**src/rtl/mem_wb_pkg.sv**
```systemverilog
// rtl/mem_wb_pkg.sv - shared widths, state encoding and helpers for the MEM->WB stage
//
// Purpose: default field widths, payload width helper, skid buffer occupancy
//          encoding and the control-bus bit map used by mem_wb_stage_hs.
// Ports:   none (package).
package mem_wb_pkg;

  localparam int DEF_CTRL_W = 3;
  localparam int DEF_DATA_W = 32;
  localparam int DEF_RD_W   = 5;
  localparam int DEF_PC_W   = 15;
  localparam int DEF_CNT_W  = 16;

  // Control bit 0 is the register-file write enable; the whole control bus is
  // zeroed on bubbles so this bit can never fire without a valid beat.
  localparam int CTRL_REGWRITE_BIT = 0;

  // The state value is the number of beats held.
  typedef enum logic [1:0] {
    ST_EMPTY = 2'd0,
    ST_FULL  = 2'd1,
    ST_SKID  = 2'd2
  } skid_state_e;

  function automatic int payload_w(input int ctrl_w, input int data_w,
                                   input int rd_w, input int pc_w);
    return ctrl_w + 2 * data_w + rd_w + pc_w;
  endfunction

endpackage

```
**src/rtl/pipe_skid_buf.sv**
```systemverilog
// rtl/pipe_skid_buf.sv - generic 2-entry valid/ready skid buffer with flush
//
// Purpose: registers a W-bit payload between two valid/ready interfaces at full
//          throughput. in_ready depends only on the occupancy flop, so there is
//          no combinational path from out_ready back to in_ready.
// Ports:
//   clk, rst_n          clock, asynchronous active-low reset
//   flush               synchronous drop of all held beats
//   in_valid/in_ready   upstream handshake,  in_data  [W-1:0]
//   out_valid/out_ready downstream handshake, out_data [W-1:0] (main register)
module pipe_skid_buf
  import mem_wb_pkg::*;
#(
  parameter int W = 8
) (
  input  logic         clk,
  input  logic         rst_n,
  input  logic         flush,
  input  logic         in_valid,
  output logic         in_ready,
  input  logic [W-1:0] in_data,
  output logic         out_valid,
  input  logic         out_ready,
  output logic [W-1:0] out_data
);

  skid_state_e  state_q, state_d;
  logic [W-1:0] main_q, main_d;
  logic [W-1:0] skid_q, skid_d;
  logic         in_xfer, out_xfer;

  // State and payload registers.
  always_ff @(posedge clk or negedge rst_n) begin
    if (!rst_n) begin
      state_q <= ST_EMPTY;
      main_q  <= '0;
      skid_q  <= '0;
    end else begin
      state_q <= state_d;
      main_q  <= main_d;
      skid_q  <= skid_d;
    end
  end

  // Next state and payload movement.
  always_comb begin
    state_d  = state_q;
    main_d   = main_q;
    skid_d   = skid_q;
    in_xfer  = in_valid & in_ready;
    out_xfer = out_valid & out_ready;
    if (flush) begin
      // Only occupancy is dropped; the payload registers keep stale data,
      // which is harmless because every consumer is qualified by out_valid.
      state_d = ST_EMPTY;
    end else begin
      unique case (state_q)
        ST_EMPTY: begin
          if (in_xfer) begin
            state_d = ST_FULL;
            main_d  = in_data;
          end
        end
        ST_FULL: begin
          if (in_xfer && out_xfer) begin
            main_d = in_data;
          end else if (out_xfer) begin
            state_d = ST_EMPTY;
          end else if (in_xfer) begin
            state_d = ST_SKID;
            skid_d  = in_data;
          end
        end
        ST_SKID: begin
          if (out_xfer) begin
            state_d = ST_FULL;
            main_d  = skid_q;
          end
        end
        default: state_d = ST_EMPTY;
      endcase
    end
  end

  // Outputs decoded from occupancy only.
  always_comb begin
    out_valid = (state_q == ST_FULL) || (state_q == ST_SKID);
    in_ready  = (state_q != ST_SKID);
    out_data  = main_q;
  end

endmodule

```
**src/rtl/mem_wb_stage_hs.sv**
```systemverilog
// rtl/mem_wb_stage_hs.sv - MEM->WB pipeline stage with valid/ready skid buffer
//
// Purpose: carries {control, mem_data, alu_output, rd, pc} from MEM to WB through
//          a 2-entry skid buffer, zeroes control on bubbles and counts stall
//          cycles (out_valid & !out_ready) in a saturating counter.
// Ports:
//   clk, rst_n, flush                       clock, async active-low reset, sync kill
//   in_valid/in_ready + *_in                MEM-side beat
//   out_valid/out_ready + *_out             WB-side beat (control_out gated)
//   stall_cnt, stall_clr                    saturating stall counter and its clear
module mem_wb_stage_hs
  import mem_wb_pkg::*;
#(
  parameter int CTRL_W = DEF_CTRL_W,
  parameter int DATA_W = DEF_DATA_W,
  parameter int RD_W   = DEF_RD_W,
  parameter int PC_W   = DEF_PC_W,
  parameter int CNT_W  = DEF_CNT_W
) (
  input  logic              clk,
  input  logic              rst_n,
  input  logic              flush,
  input  logic              in_valid,
  output logic              in_ready,
  input  logic [CTRL_W-1:0] control_in,
  input  logic [DATA_W-1:0] mem_data_in,
  input  logic [DATA_W-1:0] alu_output_in,
  input  logic [RD_W-1:0]   rd_in,
  input  logic [PC_W-1:0]   pc_in,
  output logic              out_valid,
  input  logic              out_ready,
  output logic [CTRL_W-1:0] control_out,
  output logic [DATA_W-1:0] mem_data_out,
  output logic [DATA_W-1:0] alu_output_out,
  output logic [RD_W-1:0]   rd_out,
  output logic [PC_W-1:0]   pc_out,
  output logic [CNT_W-1:0]  stall_cnt,
  input  logic              stall_clr
);

  localparam int PW = payload_w(CTRL_W, DATA_W, RD_W, PC_W);
  localparam logic [CNT_W-1:0] CNT_MAX = '1;

  logic [PW-1:0]     in_payload, out_payload;
  logic [CTRL_W-1:0] main_control;
  logic [CNT_W-1:0]  stall_cnt_q, stall_cnt_d;

  assign in_payload = {control_in, mem_data_in, alu_output_in, rd_in, pc_in};

  pipe_skid_buf #(.W(PW)) u_skid (
    .clk       (clk),
    .rst_n     (rst_n),
    .flush     (flush),
    .in_valid  (in_valid),
    .in_ready  (in_ready),
    .in_data   (in_payload),
    .out_valid (out_valid),
    .out_ready (out_ready),
    .out_data  (out_payload)
  );

  assign {main_control, mem_data_out, alu_output_out, rd_out, pc_out} = out_payload;

  // A bubble must never write the register file.
  assign control_out = out_valid ? main_control : '0;

  always_comb begin
    stall_cnt_d = stall_cnt_q;
    if (stall_clr) begin
      stall_cnt_d = '0;
    end else if (out_valid && !out_ready && (stall_cnt_q != CNT_MAX)) begin
      stall_cnt_d = stall_cnt_q + 1'b1;
    end
  end

  always_ff @(posedge clk or negedge rst_n) begin
    if (!rst_n) begin
      stall_cnt_q <= '0;
    end else begin
      stall_cnt_q <= stall_cnt_d;
    end
  end

  assign stall_cnt = stall_cnt_q;

endmodule

```
**config.mk**
```make
export PLATFORM = sky130hd
export DESIGN_NAME = mem_wb_stage_hs
export DESIGN_NICKNAME = d
export VERILOG_FILES = /design/src/rtl/mem_wb_pkg.sv /design/src/rtl/pipe_skid_buf.sv /design/src/rtl/mem_wb_stage_hs.sv
export SDC_FILE = /design/constraint.sdc
export NUM_CORES = 1
export LEC_CHECK = 0
export ABC_AREA = 1
export ABC_CLOCK_PERIOD_IN_PS = 1800
export CORE_MARGIN = 5
export CORE_UTILIZATION = 47
export CTS_CLUSTER_SIZE = 8
export DETAILED_ROUTE_END_ITERATION = 12
export PLACE_DENSITY_LB_ADDON = 0.05
export SLEW_MARGIN = 20
export SYNTH_ARGS = -nofsm -noshare
export SYNTH_HDL_FRONTEND = slang
export SYNTH_SLANG_ARGS = --single-unit
```
**constraint.sdc**
```tcl
create_clock -name clk -period 1.8 [get_ports clk]
set_clock_uncertainty 0.05 [all_clocks]
set_input_delay 0.27 -clock clk [delete_from_list [all_inputs] [get_ports clk]]
set_output_delay 0.27 -clock clk [all_outputs]
set_load 0.005 [all_outputs]
```
==> results.ini <==
[detailed_routing]
ant_nets=0
wirelength_um=24750
drc=0
avgViaCountPerCell=4.808
wl_per_cell_um=14.96
drt-initial-drc-count=431
via_count=7952
drtPass1Iterations=6

[clock_network]
clock_latency_ns=0.43
cts_tree=yes
cts.sinks=192
cts.clk_slew.worst_paths_ns=0.07
numCtsBuffers=17
root_buffer=clkbuf_16
htreeDepth=4
clockBufferDepth=2

[sta]
setup_viol=178
period_share=1.089
hold_viol=0
slew_headroom=0.6395
layout_setup_ws_ns=-0.1610
fin_setup_tns_ns=-16.87
finalMaxSlewViolations=0
fmax_ghz=0.5100
whs_ns=0.3254
tightest_slew_ns=0.5407
rsz0062_at_grt=yes
fin_crit_ns=1.961

[placed_design]
hpwl_um=14960
pre_cts_slack_ns=-0.1424
dp_cells=1576
io_buffers=197
gp_congestion=0.8475

[worst_setup_path]
required_ns=2.06
worstSetupEndpointType=flip-flop
critPathMaxFanout=6
critPathArrivalTime_ns=2.22
worstSetupPathType=reg -> reg
r2r-start=u_skid.state_q[1]
start_kind=flip-flop
worstRegToRegCells=12
r2r_setup_slack_ns=-0.16
r2r-end=u_skid.skid_q[43]

[yosys]
synth_common_cells=332 x nand2_1, 257 x o21ai_0, 202 x inv_1, 192 x dfrtp_1, 87 x buf_4
synth_top_family_by_area=buffers and inverters
avgSynthCellArea_um2=7.855
postSynth.asyncResetShare=1.000
synthAdderAreaFrac=0.007925
synth_edf_count=0
synth-simple-area-share=0.1633
ys_seq_elements=192
synth-compound-area-share=0.1426
yosysTopAreaCell=dfrtp_1
ys_warn_count=0
ys_seq_area_frac=0.5072
synthMuxAreaShare=0
synthFlopType=dfrtp_1
yosys.cell_types.count=22
syn_area_um2=9473
synth_top_area_share=0.5072
synthCells=1206
postSynthNetCount=1305
synthXorXnorAreaFrac=0.002774
synth_most_common_cell=nand2_1
synth.top_cells.by_area=dfrtp_1 51%, o21ai_0 14%, nand2_1 13%

[floorplan]
die_area_um2=23090
dieHeight_um=152.0
start_util=0.4727
io_pins=198
fp-row-count=52
die_width_um=152.0
fp.coreArea_um2=20040

[power_and_ir_drop]
peakVddDrop_mv=0.8312
power.leakage_nw=6.229
power.density_nw_per_um2=1501

[cells_and_area]
fin_cells=1654
drive_above_1_share=0.1322
layout.nets=1470
insertedDiodeCount=0
area_growth_pct=37.34
n_fill_cell=1737
fin_util=0.6492

[job]
cap_violations=0

[global_routing]
overflow=0
grt_pass1_vias=7346
grt_max_degree=85
grt_pass1_wl_um=37310
antenna_found_initial=0
grtUsageTotal=0.1942

[status]
violations=setup timing
status=complete, but fails checks

[hold_path]
hp-class=in -> async

## cell type report
| type | count | area (um^2) | share of cell area |
|---|---|---|---|
| Sequential cell | 192 | 4806 | 0.3694 |
| Timing Repair Buffer | 287 | 3278 | 0.2520 |
| Multi-Input combinational cell | 671 | 3266 | 0.2510 |
| Inverter | 202 | 758.2 | 0.05828 |
| Clock buffer | 18 | 439.2 | 0.03376 |
| Tap cell | 270 | 337.8 | 0.02597 |
| Clock inverter | 14 | 125.1 | 0.009617 |
## cell families (layout without fill, tap and decap cells)
| kind of cell | count (synthesis) | count (layout) |
|---|---|---|
| buf+inv | 346 | 521 |
| flops | 192 | 192 |
| compound gates | 270 | 270 |
| xor+xnor | 3 | 3 |
| simple gates | 389 | 392 |
| fa+ha+maj | 6 | 6 |
## critical path, cell delays in order, from the launching register on
cell	delay, ns
dfrtp_1	0.41
inv_2	0.09
ha_4	0.20
buf_6	0.12
nand2_4	0.06
inv_1	0.07
nor3_2	0.15
buf_6	0.20
buf_12	0.13
nand2_8	0.08
clkbuf_16	0.18
nand2_1	0.05
o21ai_0	0.07
## cells in the final DEF (no fill, tap or decap), drive strengths merged, types with 2 or more instances in the layout
cell type / instances
nor3: 2
clkbuf: 31
nand3b: 2
clkdlybuf4s50: 191
clkinvlp: 3
dfrtp: 192
ha: 6
o21ai: 268
nand3: 16
inv: 208
clkinv: 5
buf: 82
nand4: 13
nand2: 335
nor2: 22
a21oi: 2
xor2: 3
## report_power, final
group          internal [W]  switching [W]  total, W  leakage, nW
Combinational       0.00466        0.00398   0.00864         3.54
Sequential          0.00619        0.00106   0.00725         2.42
Clock               0.00186        0.00178   0.00364        0.271
## through the flow
| step | power, W | instance area [um^2] |
|---|---|---|
| 2_1_floorplan | 0.01159 | 9492 |
| 6_report | 0.01953 | 13010 |
| 3_3_place_gp | 0.01403 | 11470 |
| 5_1_grt | 0.02098 | 13010 |
| 4_1_cts | 0.01880 | 12440 |
| 3_5_place_dp | 0.01423 | 11470 |
## registers in the layout (all words and copies together) (netlist names)
signal	flops
stall_cnt	16
u_skid.skid_q	87
u_skid.out_data	87
u_skid.state_q	2
## metal layers
metal	wire, um	track usage
met1	11210	0.2675
met2	11960	0.3144
met3	1311	0.04437
met4	267	0.04709
met5	0	0
## worst max-delay path by stage
stage	cells after the start	end	from	slack, ns
floorplan	10	u_skid.skid_q[0]	u_skid.state_q[0]	0.008
global placement	8	u_skid.out_data[27]	in_valid	-0.12
detailed placement	7	u_skid.out_data[50]	out_ready	-0.14
CTS	11	u_skid.out_data[66]	u_skid.state_q[1]	-0.11
global route	12	u_skid.skid_q[43]	u_skid.state_q[0]	-0.27
finish	12	u_skid.skid_q[43]	u_skid.state_q[1]	-0.16
## timing repair
item | in CTS | in global routing
gates resized for setup | 85 | 96
hold buffers | 1 | 0
cloned | 6 | 22
hold endpoints to repair | 51 | 0
pin swaps | 5 | 5
setup buffers | 15 | 5
endpoints found under the setup margin | 148 | 196
(Power assumes the default switching activity.)
